`src/rtl/cpu_pkg.sv`:
```
// cpu_pkg: register-file geometry and word types shared by the CPU datapath
// blocks (operand fetch, register file, scoreboard).
// Optional feature macro used by the blocks importing this package: WB_BYPASS_EN.
package cpu_pkg;

  localparam int REG_AW   = 5;
  localparam int NUM_REGS = 32;
  localparam int DATA_W   = 32;

  typedef logic [REG_AW-1:0]   reg_addr_t;
  typedef logic [DATA_W-1:0]   word_t;
  typedef logic [NUM_REGS-1:0] reg_mask_t;

  // One-hot mask selecting a single architectural register.
  function automatic reg_mask_t reg_onehot(input reg_addr_t addr);
    reg_mask_t mask;
    mask       = {NUM_REGS{1'b0}};
    mask[addr] = 1'b1;
    return mask;
  endfunction

endpackage

```
`src/rtl/reg_scoreboard.sv`:
```
// reg_scoreboard: one busy bit per architectural register, set when an
// instruction writing that register issues and cleared by the writeback bus.
// Provides three hazard lookups (two sources, one destination).
// Feature macro: WB_BYPASS_EN -- when defined, a register being written back
// this cycle already reads as not busy in the lookups.
module reg_scoreboard
  import cpu_pkg::*;
(
  input  logic                clk,
  input  logic                rst_n,
  input  logic                i_set_en,
  input  logic [REG_AW-1:0]   i_set_addr,
  input  logic                i_clr_en,
  input  logic [REG_AW-1:0]   i_clr_addr,
  input  logic [REG_AW-1:0]   i_look0,
  input  logic [REG_AW-1:0]   i_look1,
  input  logic [REG_AW-1:0]   i_look2,
  output logic [NUM_REGS-1:0] o_busy,
  output logic                o_hit0,
  output logic                o_hit1,
  output logic                o_hit2
);

  reg_mask_t r_busy;
  reg_mask_t w_set;
  reg_mask_t w_clr;
  reg_mask_t w_busy_eff;

  // Decode the set and clear strobes into register masks.
  always_comb begin
    w_set = {NUM_REGS{1'b0}};
    w_clr = {NUM_REGS{1'b0}};
    if (i_set_en) begin
      w_set = reg_onehot(i_set_addr);
    end else begin
      w_set = {NUM_REGS{1'b0}};
    end
    if (i_clr_en) begin
      w_clr = reg_onehot(i_clr_addr);
    end else begin
      w_clr = {NUM_REGS{1'b0}};
    end
  end

`ifdef WB_BYPASS_EN
  // The write in flight this cycle is forwarded, so its register is free now.
  assign w_busy_eff = r_busy & ~w_clr;
`else
  // Operands only come from the register file, so wait until it holds the value.
  assign w_busy_eff = r_busy;
`endif

  assign o_hit0 = w_busy_eff[i_look0];
  assign o_hit1 = w_busy_eff[i_look1];
  assign o_hit2 = w_busy_eff[i_look2];
  assign o_busy = r_busy;

  // Busy vector update: clear first, then set, so a same-address set survives.
  always_ff @(posedge clk) begin
    if (!rst_n) begin
      r_busy <= {NUM_REGS{1'b0}};
    end else begin
      r_busy <= (r_busy & ~w_clr) | w_set;
    end
  end

endmodule

```
`src/rtl/operand_fetch.sv`:
```
// operand_fetch: decode->execute operand-fetch stage. Reads both source
// operands from the register file, stalls on RAW/WAW hazards tracked by a
// busy scoreboard, and registers operands plus payload toward execute.
// Feature macro: WB_BYPASS_EN -- when defined, the writeback bus is forwarded
// into the operands and a dependent instruction may issue in the writeback
// cycle; when undefined, operands always come from the register file.
module operand_fetch
  import cpu_pkg::*;
#(
  parameter int OP_W = 16
) (
  input  logic                clk,
  input  logic                rst_n,
  input  logic                in_valid,
  output logic                in_ready,
  input  logic [REG_AW-1:0]   in_rs0,
  input  logic [REG_AW-1:0]   in_rs1,
  input  logic [REG_AW-1:0]   in_rd,
  input  logic                in_rd_we,
  input  logic [OP_W-1:0]     in_op,
  output logic [REG_AW-1:0]   rf_raddr0,
  output logic [REG_AW-1:0]   rf_raddr1,
  input  logic [DATA_W-1:0]   rf_rdata0,
  input  logic [DATA_W-1:0]   rf_rdata1,
  input  logic                wb_valid,
  input  logic [REG_AW-1:0]   wb_addr,
  input  logic [DATA_W-1:0]   wb_data,
  output logic                out_valid,
  input  logic                out_ready,
  output logic [DATA_W-1:0]   out_opa,
  output logic [DATA_W-1:0]   out_opb,
  output logic [REG_AW-1:0]   out_rd,
  output logic                out_rd_we,
  output logic [OP_W-1:0]     out_op,
  output logic [NUM_REGS-1:0] busy
);

  logic      r_out_valid;
  word_t     r_out_opa;
  word_t     r_out_opb;
  reg_addr_t r_out_rd;
  logic      r_out_rd_we;
  logic [OP_W-1:0] r_out_op;

  logic  w_hit_rs0;
  logic  w_hit_rs1;
  logic  w_hit_rd;
  logic  w_hazard;
  logic  w_slot_free;
  logic  w_accept;
  word_t w_opa;
  word_t w_opb;

  // Register file reads follow the incoming source fields directly.
  assign rf_raddr0 = in_rs0;
  assign rf_raddr1 = in_rs1;

  reg_scoreboard u_scoreboard (
    .clk        (clk),
    .rst_n      (rst_n),
    .i_set_en   (w_accept & in_rd_we),
    .i_set_addr (in_rd),
    .i_clr_en   (wb_valid),
    .i_clr_addr (wb_addr),
    .i_look0    (in_rs0),
    .i_look1    (in_rs1),
    .i_look2    (in_rd),
    .o_busy     (busy),
    .o_hit0     (w_hit_rs0),
    .o_hit1     (w_hit_rs1),
    .o_hit2     (w_hit_rd)
  );

  // The destination only matters for WAW when the instruction actually writes it.
  assign w_hazard    = w_hit_rs0 | w_hit_rs1 | (in_rd_we & w_hit_rd);
  assign w_slot_free = ~r_out_valid | out_ready;
  assign in_ready    = w_slot_free & ~w_hazard;
  assign w_accept    = in_valid & in_ready;

`ifdef WB_BYPASS_EN
  // Forward the writeback value into any source that names the register being written.
  always_comb begin
    w_opa = rf_rdata0;
    w_opb = rf_rdata1;
    if (wb_valid && (wb_addr == in_rs0)) begin
      w_opa = wb_data;
    end else begin
      w_opa = rf_rdata0;
    end
    if (wb_valid && (wb_addr == in_rs1)) begin
      w_opb = wb_data;
    end else begin
      w_opb = rf_rdata1;
    end
  end
`else
  logic w_unused_wb_data;

  // Without forwarding the operands are exactly what the register file returns.
  always_comb begin
    w_opa = rf_rdata0;
    w_opb = rf_rdata1;
  end

  assign w_unused_wb_data = ^wb_data;
`endif

  // Decode/execute pipeline register: load on accept, drop valid once drained.
  always_ff @(posedge clk) begin
    if (!rst_n) begin
      r_out_valid <= 1'b0;
      r_out_opa   <= {DATA_W{1'b0}};
      r_out_opb   <= {DATA_W{1'b0}};
      r_out_rd    <= {REG_AW{1'b0}};
      r_out_rd_we <= 1'b0;
      r_out_op    <= {OP_W{1'b0}};
    end else if (w_accept) begin
      r_out_valid <= 1'b1;
      r_out_opa   <= w_opa;
      r_out_opb   <= w_opb;
      r_out_rd    <= in_rd;
      r_out_rd_we <= in_rd_we;
      r_out_op    <= in_op;
    end else if (out_ready) begin
      r_out_valid <= 1'b0;
    end else begin
      r_out_valid <= r_out_valid;
    end
  end

  assign out_valid = r_out_valid;
  assign out_opa   = r_out_opa;
  assign out_opb   = r_out_opb;
  assign out_rd    = r_out_rd;
  assign out_rd_we = r_out_rd_we;
  assign out_op    = r_out_op;

endmodule

```
`config.mk`:
```
export PLATFORM = sky130hd
export DESIGN_NAME = operand_fetch
export DESIGN_NICKNAME = d
export VERILOG_FILES = /design/src/rtl/cpu_pkg.sv /design/src/rtl/reg_scoreboard.sv /design/src/rtl/operand_fetch.sv
export SDC_FILE = /design/constraint.sdc
export NUM_CORES = 1
export LEC_CHECK = 0
export ABC_CLOCK_PERIOD_IN_PS = 10500
export CORE_MARGIN = 2
export CORE_UTILIZATION = 40
export CTS_CLUSTER_SIZE = 20
export DETAILED_ROUTE_END_ITERATION = 16
export HOLD_SLACK_MARGIN = 0.15
export PLACE_DENSITY = 0.79
export RECOVER_POWER = 50
export SLEW_MARGIN = 20
export SYNTH_ARGS = -nofsm -noshare
export SYNTH_HDL_FRONTEND = slang
export SYNTH_SLANG_ARGS = --single-unit
```
`constraint.sdc`:
```
create_clock -name clk -period 10.5 [get_ports clk]
set_input_delay 2.625 -clock clk [delete_from_list [all_inputs] [get_ports clk]]
set_output_delay 2.625 -clock clk [all_outputs]
set_load 0.01 [all_outputs]
```
# Word level (Yosys, flattened, before mapping)
# Cells that the tools add are included.
# word_totals
ff_bits	119
elab_cells	42
n_memories	0
romBits	0
output_inout_bits	130
ramBits	0
inputBits	138
latchBits	0
# op_classes
n_div	0
n_shift	0
muxes	14
reduce_logical	3
add_sub_neg	0
bitwise	12
magnitude_cmp	6
n_mul	0
eq_ne	0
# ops
operator	n
2-to-1 mux 32 bit	2
AND 32 bit	1
inverter 32 bit	1
bitwise OR 32 bit	1
< comparator 5 x 6 -> 1 bit (second input constant)	4
binary-select mux 1 bit (select 5 bit)	3
demux 1 bit (select 5 bit)	2
>= comparator 5 x 1 -> 1 bit (second input constant)	2
2-to-1 mux 1 bit	7
AND 1 bit	4
bitwise OR 1 bit	3
logical AND 1 bit	2
inverter 1 bit	2
nonzero test 2 bit	1

# Longest topological paths before layout
# Gate-level depths: netlist (run 1).
# logic_depth
depth_word	10
depth_mapped	11
ltp_nobuf	7

# Hierarchy
# Synthesis (run 1) repeated with hierarchy kept, for this count alone.
# hier_totals
cells_unflattened	677
hier_area_um2	5889.4
# by_module_without_submodules
module	seq_area_each_um2	cells_per_inst	area_each_um2	n_inst
operand_fetch	1741.7	391	3549.7	1
reg_scoreboard	640.6	286	2339.7	1

# Worst setup path before layout (run 1)
# Ideal clock, no wire load.
# synth_timing
kind	input port to output port
start	in in_rs0[0]
end	out in_ready
required_time_ns	7.875
path_stages	9
t_arrival_ns	5.024
slack_ns	2.851
n_path_buf	3
path_cell_list	clkbuf_1 > mux4_2 > mux2i_1 > nor3b_1 > or3_4 > or4_4 > buf_6 > buf_6 > a21oi_1
# synth_between
elab_chain_cells	6
# synth_lines
item	line_no	rtl
start, declared	operand_fetch.sv:16	input logic [REG_AW-1:0] in_rs0,
binary-select mux 1 bit (select 5 bit)	reg_scoreboard.sv:53	assign o_hit0 = w_busy_eff[i_look0];
2-to-1 mux 1 bit (not written as such)	reg_scoreboard.sv:53	
bitwise OR 1 bit (2 in series)	operand_fetch.sv:75	assign w_hazard = w_hit_rs0 | w_hit_rs1 | (in_rd_we & w_hit_rd);
inverter 1 bit	operand_fetch.sv:77	assign in_ready = w_slot_free & ~w_hazard;
AND 1 bit	operand_fetch.sv:77	
end, declared	operand_fetch.sv:15	output logic in_ready,
# No other way between the ends. The select of a mux whose other input is x is not followed.

# Worst setup path after layout (run 1)
# layout_timing
start	in in_rs0[1]
end	out in_ready
# Same word-level chain as after synthesis.

==> results of run 1 <==
-- worst reg2reg max path, stage by stage (launching register included) --
cell	delay (ns)
sky130_fd_sc_hd__dfxtp_1	0.37
sky130_fd_sc_hd__mux4_2	0.49
sky130_fd_sc_hd__a22o_1	0.25
sky130_fd_sc_hd__a2111oi_0	0.36
sky130_fd_sc_hd__o21ai_0	0.35
sky130_fd_sc_hd__a21boi_4	0.48
sky130_fd_sc_hd__buf_4	0.67
sky130_fd_sc_hd__nand2_2	0.56
sky130_fd_sc_hd__o41ai_1	0.51
-- power groups by stage --
stage	combinational, mW	clock, mW	sequential (mW)
6_report	0.212	0.544	0.485
5_1_grt	0.229	0.575	0.488
4_1_cts	0.221	0.553	0.486
3_5_place_dp	0.220	0	0.496
3_3_place_gp	0.219	0	0.495
2_1_floorplan	0.100	0	0.506
-- worst min-delay path by stage --
stage	to	from	depth (start not counted)	slack [ns]
2_1_floorplan	out_rd_we	out_rd_we	2	0.48
3_3_place_gp	out_rd_we	out_rd_we	2	0.46
3_5_place_dp	out_rd_we	out_rd_we	2	0.46
4_1_cts	out_rd_we	out_rd_we	2	0.47
5_1_grt	out_opb[12]	out_opb[12]	2	0.49
6_report	out_rd_we	out_rd_we	2	0.46
-- flip-flops by register name (all words and copies together), names as in the netlist --
signal,cells
out_rd_we,1
out_opb,32
out_rd,5
u_scoreboard.o_busy,32
out_valid,1
out_opa,32
out_op,16
-- routing by layer --
layer / up-vias / global-route usage [%] / share of wire [%] / wire, um
met5: - / 0 / 0 / 0
met4: 0 / 10.3 / 2.8 / 537
met3: 51 / 8.09 / 7.8 / 1510
met2: 284 / 39.8 / 49 / 9460
met1: 2800 / 32.4 / 41 / 7890
li1: 2735 / - / - / -
-- cell type report --
| type | count | area (sq um) |
|---|---|---|
| repair buffers | 241 | 2400 |
| clock inverters | 15 | 131 |
| multi-input cells | 428 | 2800 |
| fillers | 1197 | 5390 |
| well taps | 180 | 225 |
| clock buffers | 17 | 425 |
| inverters | 5 | 18.8 |
| flip-flops and latches | 119 | 2380 |
-- cell families after synthesis --
group / Yosys count / synth area share [%]
simple gates: 137 / 13.5
flops: 119 / 42.5
mux: 35 / 10.1
buf+inv: 81 / 7.25
compound gates: 256 / 26.7
-- synth_stat cells, drive strengths merged --
library cell | n | share of area (%)
nand3b | 7 | 0.94
or4 | 1 | 0.20
o311ai | 1 | 0.16
or2 | 1 | 0.11
nor2b | 1 | 0.11
inv | 5 | 0.33
o211ai | 34 | 4.6
o41ai | 10 | 1.8
o22ai | 5 | 0.56
a22o | 1 | 0.16
o21ai | 95 | 8.5
nor3b | 3 | 0.40
a21boi | 1 | 0.20
a2111oi | 1 | 0.16
nor2 | 6 | 0.40
nand3 | 89 | 8.0
mux4 | 17 | 6.8
mux2 | 2 | 0.40
a21bo | 1 | 0.18
or3 | 4 | 0.54
o31ai | 16 | 2.1
nor3 | 3 | 0.27
nor4 | 2 | 0.49
and3b | 1 | 0.16
o211a | 1 | 0.18
nand2 | 12 | 0.85
nand2b | 1 | 0.11
a31oi | 1 | 0.11
dfxtp | 119 | 42
a21oi | 89 | 7.9
mux2i | 16 | 2.9
buf | 35 | 4.1
clkbuf | 41 | 2.8
and3 | 2 | 0.22
or3b | 4 | 0.62
-- metrics by stage --
step	area, sq um	hold WS (ns)	worst slack (ns)	util (%)	std cells
global placement	7850	0.458	1.41	57.0	973
floorplan	5610	0.483	2.85	-	628
global route	8380	0.490	1.06	60.9	1005
CTS	8410	0.468	1.33	61.0	1005
detailed placement	7850	0.460	1.35	57.0	973
finish	8380	0.460	1.25	60.9	1005
==> impl_summary.log, run 1 <==
[metrics] outcome: finished, final reports clean
[metrics] part of the power in registers: roughly 39%
[metrics] maximum fanout along the worst path: 86
[metrics] Setup crit start: in_rs0[1]
[metrics] switch share: between 20% and 30%
[metrics] post-CTS sizing: 0
[metrics] remaining routing DRC violations: 0
[metrics] FMAX: between 0.1 and 0.15 GHz
[metrics] drt first pass iters: 5
[metrics] Net Sw Power: approximately 0.34 mW
[metrics] vias in the first global route: ~5400
[metrics] Die W: 122 um
[metrics] die area: around 15000 sq um
[metrics] initial antenna violation count: 0
[metrics] largest net degree at the start of global routing: between 80 and 90
[metrics] slack of the worst reg-to-reg path: 6.34 ns
[metrics] overall overflow remaining after global route: 0
[metrics] final setup TNS: 0 ns
[metrics] Via Count: 5870
[metrics] Final HPWL DP: 12.6 mm
[metrics] pins over their slew limit: 0
[metrics] number of buffers inserted by hold repair at cts: 0
[metrics] syn nets: around 770
[metrics] clock insertion delay at the later pin of the skew report: roughly 0.42 ns
[metrics] terminus of the critical flop-to-flop path: u_scoreboard.o_busy[24]
[metrics] number of maximum-capacitance constraint violations: 0
[metrics] post-synthesis area per instance: roughly 8.9 sq um
[metrics] post-synthesis instance area: roughly 5600 sq um
[metrics] sequential area share after synthesis: 42.5%
[metrics] Synth-to-Final Area Change: 49.5%
[metrics] count of input and output buffers: between 200 and 250
[metrics] number of placed I/O pins: between 200 and 300
[metrics] Max-Slew Margin vs Limit: 26.9%
[metrics] cell type group with the largest total delay on the critical path: buffers and inverters
[metrics] DRT antenna net count: 0
[metrics] Least-Margin Pin Slew: 1.09 ns
[metrics] post-layout total power: between 1 and 1.5 mW
[metrics] reg-to-reg startpoint: u_scoreboard.o_busy[19]
[metrics] critical path data arrival time: ~6.6 ns
[metrics] Cell Pwr Density: ~150 nW/um^2
[metrics] share of post-route cells with drive strength above 1: about 8.5%
[metrics] number of H-tree branching levels: 4
[metrics] cells after synthesis: 628
[metrics] wire length of the first global-routing pass: between 20 and 30 mm
[metrics] highest-count cells in the layout ignoring fill and taps: sky130_fd_sc_hd__dlygate4sd3_1 (120), sky130_fd_sc_hd__dfxtp_1 (119), sky130_fd_sc_hd__clkdlybuf4s50_1 (115)
[metrics] die outline height: about 120 um
[metrics] worst min-delay path class: reg2reg
[metrics] sum of buffers and inverters on the critical path: 2
[metrics] Max VDD drop: roughly 0.00015 V
[metrics] final setup violating endpoints: 0
[metrics] Iteration-0 DRC Markers: ~600
[metrics] Worst R2R Path Depth: 8
[metrics] total number of clock tree sinks: 119
[metrics] crit path max-delay cell type: sky130_fd_sc_hd__or4_4
[metrics] Max clock buf depth: 2
[metrics] Critical Path End Type: output pin
[metrics] row count: between 40 and 50
[metrics] combinational group share of total power: roughly 17%
[metrics] post-synthesis cell type count: 47
[metrics] Internal Dissipation: around 0.9 mW
[metrics] average routed wire per standard cell: a little under 20 um
[metrics] area of the core region: about 14000 sq um
[metrics] number of nets at the end of the flow: 950
[metrics] most frequent standard cell in the layout excluding fill and tap cells: sky130_fd_sc_hd__dlygate4sd3_1
[metrics] largest stage delay on the critical path: 0.89 ns
[metrics] number of vias per cell: 5.84
[metrics] number of antenna cells inserted: 0
[metrics] routed wire length: between 15 and 20 mm
[metrics] Clk pwr share: between 40% and 50%
[metrics] number of warning messages in the yosys log: 0
[metrics] Initial Util: just over 40%
[metrics] standby leakage power: between 3 and 4 nW
[metrics] Overall Global Routing Usage: 25.4%
[metrics] capture point of the critical path: in_ready
[metrics] Worst EP required: slightly below 8 ns
[metrics] root cell of the clock tree: sky130_fd_sc_hd__clkbuf_16
[metrics] post-CTS setup buffer count: 0
[metrics] startpoint type of the worst setup path: primary input
[metrics] clock slew at the register clock pins of the worst setup and hold paths: 0.05 ns
[metrics] fin crit share: 88.1%
[metrics] final worst clock skew: slightly below 0.009 ns
[metrics] Final Hold Violating Endpoints: 0
[metrics] TritonCTS clock tree: yes
[metrics] time the worst path needs with I/O delays and setup: around 9 ns
[metrics] number of synthesized register bits: 119
[metrics] start-to-end type of the worst setup path: in2out
[metrics] unrepaired setup endpoints after global routing: no
[metrics] global placer's final weighted congestion: roughly 0.9
[metrics] Cell Chain, Critical Path: dlygate4sd3_1, mux4_2, o211ai_1, o22ai_1, or3_1, or4_4, a21oi_1, clkdlybuf4s50_1
[metrics] number of logic stages on the critical path including buffering: 8
[metrics] TritonCTS buffer count: 17
(Power assumes the default switching activity.)
==> run 2: changes to the inputs <==
RECOVER_POWER = 25   (was 50)
==> impl_summary.log, run 2 (same netlist as run 1, synthesis figures left out) <==
[metrics] share of post-route cells with drive strength above 1: 8.85% (+0.36 points)
[metrics] number of maximum-capacitance constraint violations: 0 (unchanged)
[metrics] Max-Slew Margin vs Limit: 26.3% (-0.61 points)
[metrics] Final HPWL DP: 12.6 mm (unchanged)
[metrics] number of H-tree branching levels: 4 (unchanged)
[metrics] average routed wire per standard cell: 19.3 um (+0.15%)
[metrics] terminus of the critical flop-to-flop path: u_scoreboard.o_busy[24]
[metrics] standby leakage power: 3.03 nW (-5.6%)
[metrics] Worst R2R Path Depth: 8 (unchanged)
[metrics] global placer's final weighted congestion: 0.881 (unchanged)
[metrics] reg-to-reg startpoint: u_scoreboard.o_busy[19]
[metrics] Setup crit start: in_rs0[1]
[metrics] Final Hold Violating Endpoints: 0 (unchanged)
[metrics] fin crit share: 87.0% (-1.2 points)
[metrics] TritonCTS clock tree: yes
[metrics] number of nets at the end of the flow: 950 (unchanged)
[metrics] row count: 43 (unchanged)
[metrics] time the worst path needs with I/O delays and setup: 9.13 ns (-0.122 ns)
[metrics] filler instances: 1195 (-0.17%)
[metrics] number of buffers inserted by hold repair at cts: 0 (unchanged)
[metrics] most frequent standard cell in the layout excluding fill and tap cells: sky130_fd_sc_hd__clkdlybuf4s50_1
[metrics] initial antenna violation count: 0 (unchanged)
[metrics] die area: 15000 sq um (unchanged)
[metrics] overall overflow remaining after global route: 0 (unchanged)
[metrics] highest-count cells in the layout ignoring fill and taps: sky130_fd_sc_hd__clkdlybuf4s50_1 (173), sky130_fd_sc_hd__dfxtp_1 (119), sky130_fd_sc_hd__a21oi_1 (89)
[metrics] unrepaired setup endpoints after global routing: no
[metrics] number of vias per cell: 5.86 (+0.39%)
[metrics] Max clock buf depth: 2 (unchanged)
[metrics] Least-Margin Pin Slew: 1.10 ns (+0.00915 ns)
[metrics] final setup TNS: 0 ns (unchanged)
[metrics] Sequential cell area: 2380 sq um (unchanged)
[metrics] Hold Path Stages: 2 (unchanged)
[metrics] maximum fanout along the worst path: 86 (unchanged)
[metrics] startpoint type of the worst setup path: primary input
[metrics] Iteration-0 DRC Markers: 735 (+23%)
[metrics] TritonCTS buffer count: 17 (unchanged)
[metrics] Max VDD drop: 0.000151 V (+0.37%)
[metrics] total number of clock tree sinks: 119 (unchanged)
[metrics] start-to-end type of the worst setup path: in2out
[metrics] clock slew at the register clock pins of the worst setup and hold paths: 0.05 ns (about the same)
[metrics] wire length of the first global-routing pass: 29.6 mm (unchanged)
[metrics] combined area of the multi-input logic cells: 2830 sq um (+0.89%)
[metrics] Cell Pwr Density: 148 nW/um^2 (+0.14%)
[metrics] final setup violating endpoints: 0 (unchanged)
[metrics] Via Count: 5893 (+0.39%)
[metrics] root cell of the clock tree: sky130_fd_sc_hd__clkbuf_16
[metrics] die outline height: 122 um (unchanged)
[metrics] Initial Util: 40.7% (unchanged)
[metrics] routed wire length: 19.4 mm (+0.15%)
[metrics] Synth-to-Final Area Change: 49.9%
[metrics] remaining routing DRC violations: 0 (unchanged)
[metrics] FMAX: 0.109 GHz (+1.3%)
[metrics] Critical Path End Type: output pin
[metrics] Die W: 122 um (unchanged)
[metrics] Worst EP required: 7.88 ns (about the same)
[metrics] post-layout total power: 1.25 mW (+0.44%)
[metrics] number of placed I/O pins: 268 (unchanged)
[metrics] post-CTS sizing: 0 (unchanged)
[metrics] slack of the worst reg-to-reg path: 6.35 ns (about the same)
[metrics] clock insertion delay at the later pin of the skew report: 0.42 ns (about the same)
[metrics] number of antenna cells inserted: 0 (unchanged)
[metrics] post-CTS setup buffer count: 0 (unchanged)
[metrics] drt first pass iters: 5 (unchanged)
[metrics] final worst clock skew: 0.00820 ns (-0.000540 ns)
[metrics] outcome: finished, final reports clean
[metrics] DRT antenna net count: 0 (unchanged)
[metrics] area of the core region: 13800 sq um (unchanged)
[metrics] critical path data arrival time: 6.51 ns (-0.12 ns)
[metrics] vias in the first global route: 5395 (unchanged)
[metrics] Overall Global Routing Usage: 25.4% (unchanged)
[metrics] start point of the worst hold path: out_rd_we
[metrics] count of input and output buffers: 235 (unchanged)
[metrics] pins over their slew limit: 0 (unchanged)
[metrics] worst min-delay path class: reg2reg
[metrics] largest net degree at the start of global routing: 87 (unchanged)
[metrics] capture point of the critical path: in_ready
## run 2: power breakdown
group          switching, mW  internal [mW]  leakage, nW
Clock                  0.221          0.325        0.261
Sequential            0.0102          0.475        0.971
Combinational          0.116          0.100         1.80
## run 2: how the worst min path moves through the flow
stage	end	slack, ns
after floorplan	out_rd_we	0.48
after global placement	out_rd_we	0.46
after detailed placement	out_rd_we	0.46
after CTS	out_rd_we	0.47
after global routing	out_opb[12]	0.49
final	out_rd_we	0.46
## run 2: through the flow
stage          hold slack, ns  util, %  std cells  setup WS, ns  instance area (sq um)
2_1_floorplan           0.483        -        628          2.85                   5610
3_3_place_gp            0.458     57.0        973          1.41                   7850
3_5_place_dp            0.460     57.0        973          1.35                   7850
4_1_cts                 0.468     61.0       1005          1.33                   8410
5_1_grt                 0.490     61.0       1005          1.20                   8410
6_report                0.464     61.0       1005          1.37                   8410
## run 2: critical path: stages
cell,delay (ns)
sky130_fd_sc_hd__clkdlybuf4s50_1,0.78
sky130_fd_sc_hd__mux4_2,0.60
sky130_fd_sc_hd__o211ai_2,0.17
sky130_fd_sc_hd__o22ai_1,0.09
sky130_fd_sc_hd__or3_4,0.41
sky130_fd_sc_hd__or4_4,0.88
sky130_fd_sc_hd__a21oi_1,0.27
sky130_fd_sc_hd__clkdlybuf4s50_1,0.61
## run 2: layer usage
layer,GRT usage (%),vias to the layer above,wire length (um)
met2,39.8,299,9480
met3,8.09,43,1650
li1,-,2730,-
met4,10.3,0,456
met1,32.4,2821,7830
met5,0,-,0
## run 2: area by class of cell
type	instances	share of cell area (%)
clock inverters	15	1.56
clock buffers	17	5.06
well taps	180	2.68
inverters	5	0.223
multi-input cells	428	33.6
flip-flops and latches	119	28.3
repair buffers	241	28.5
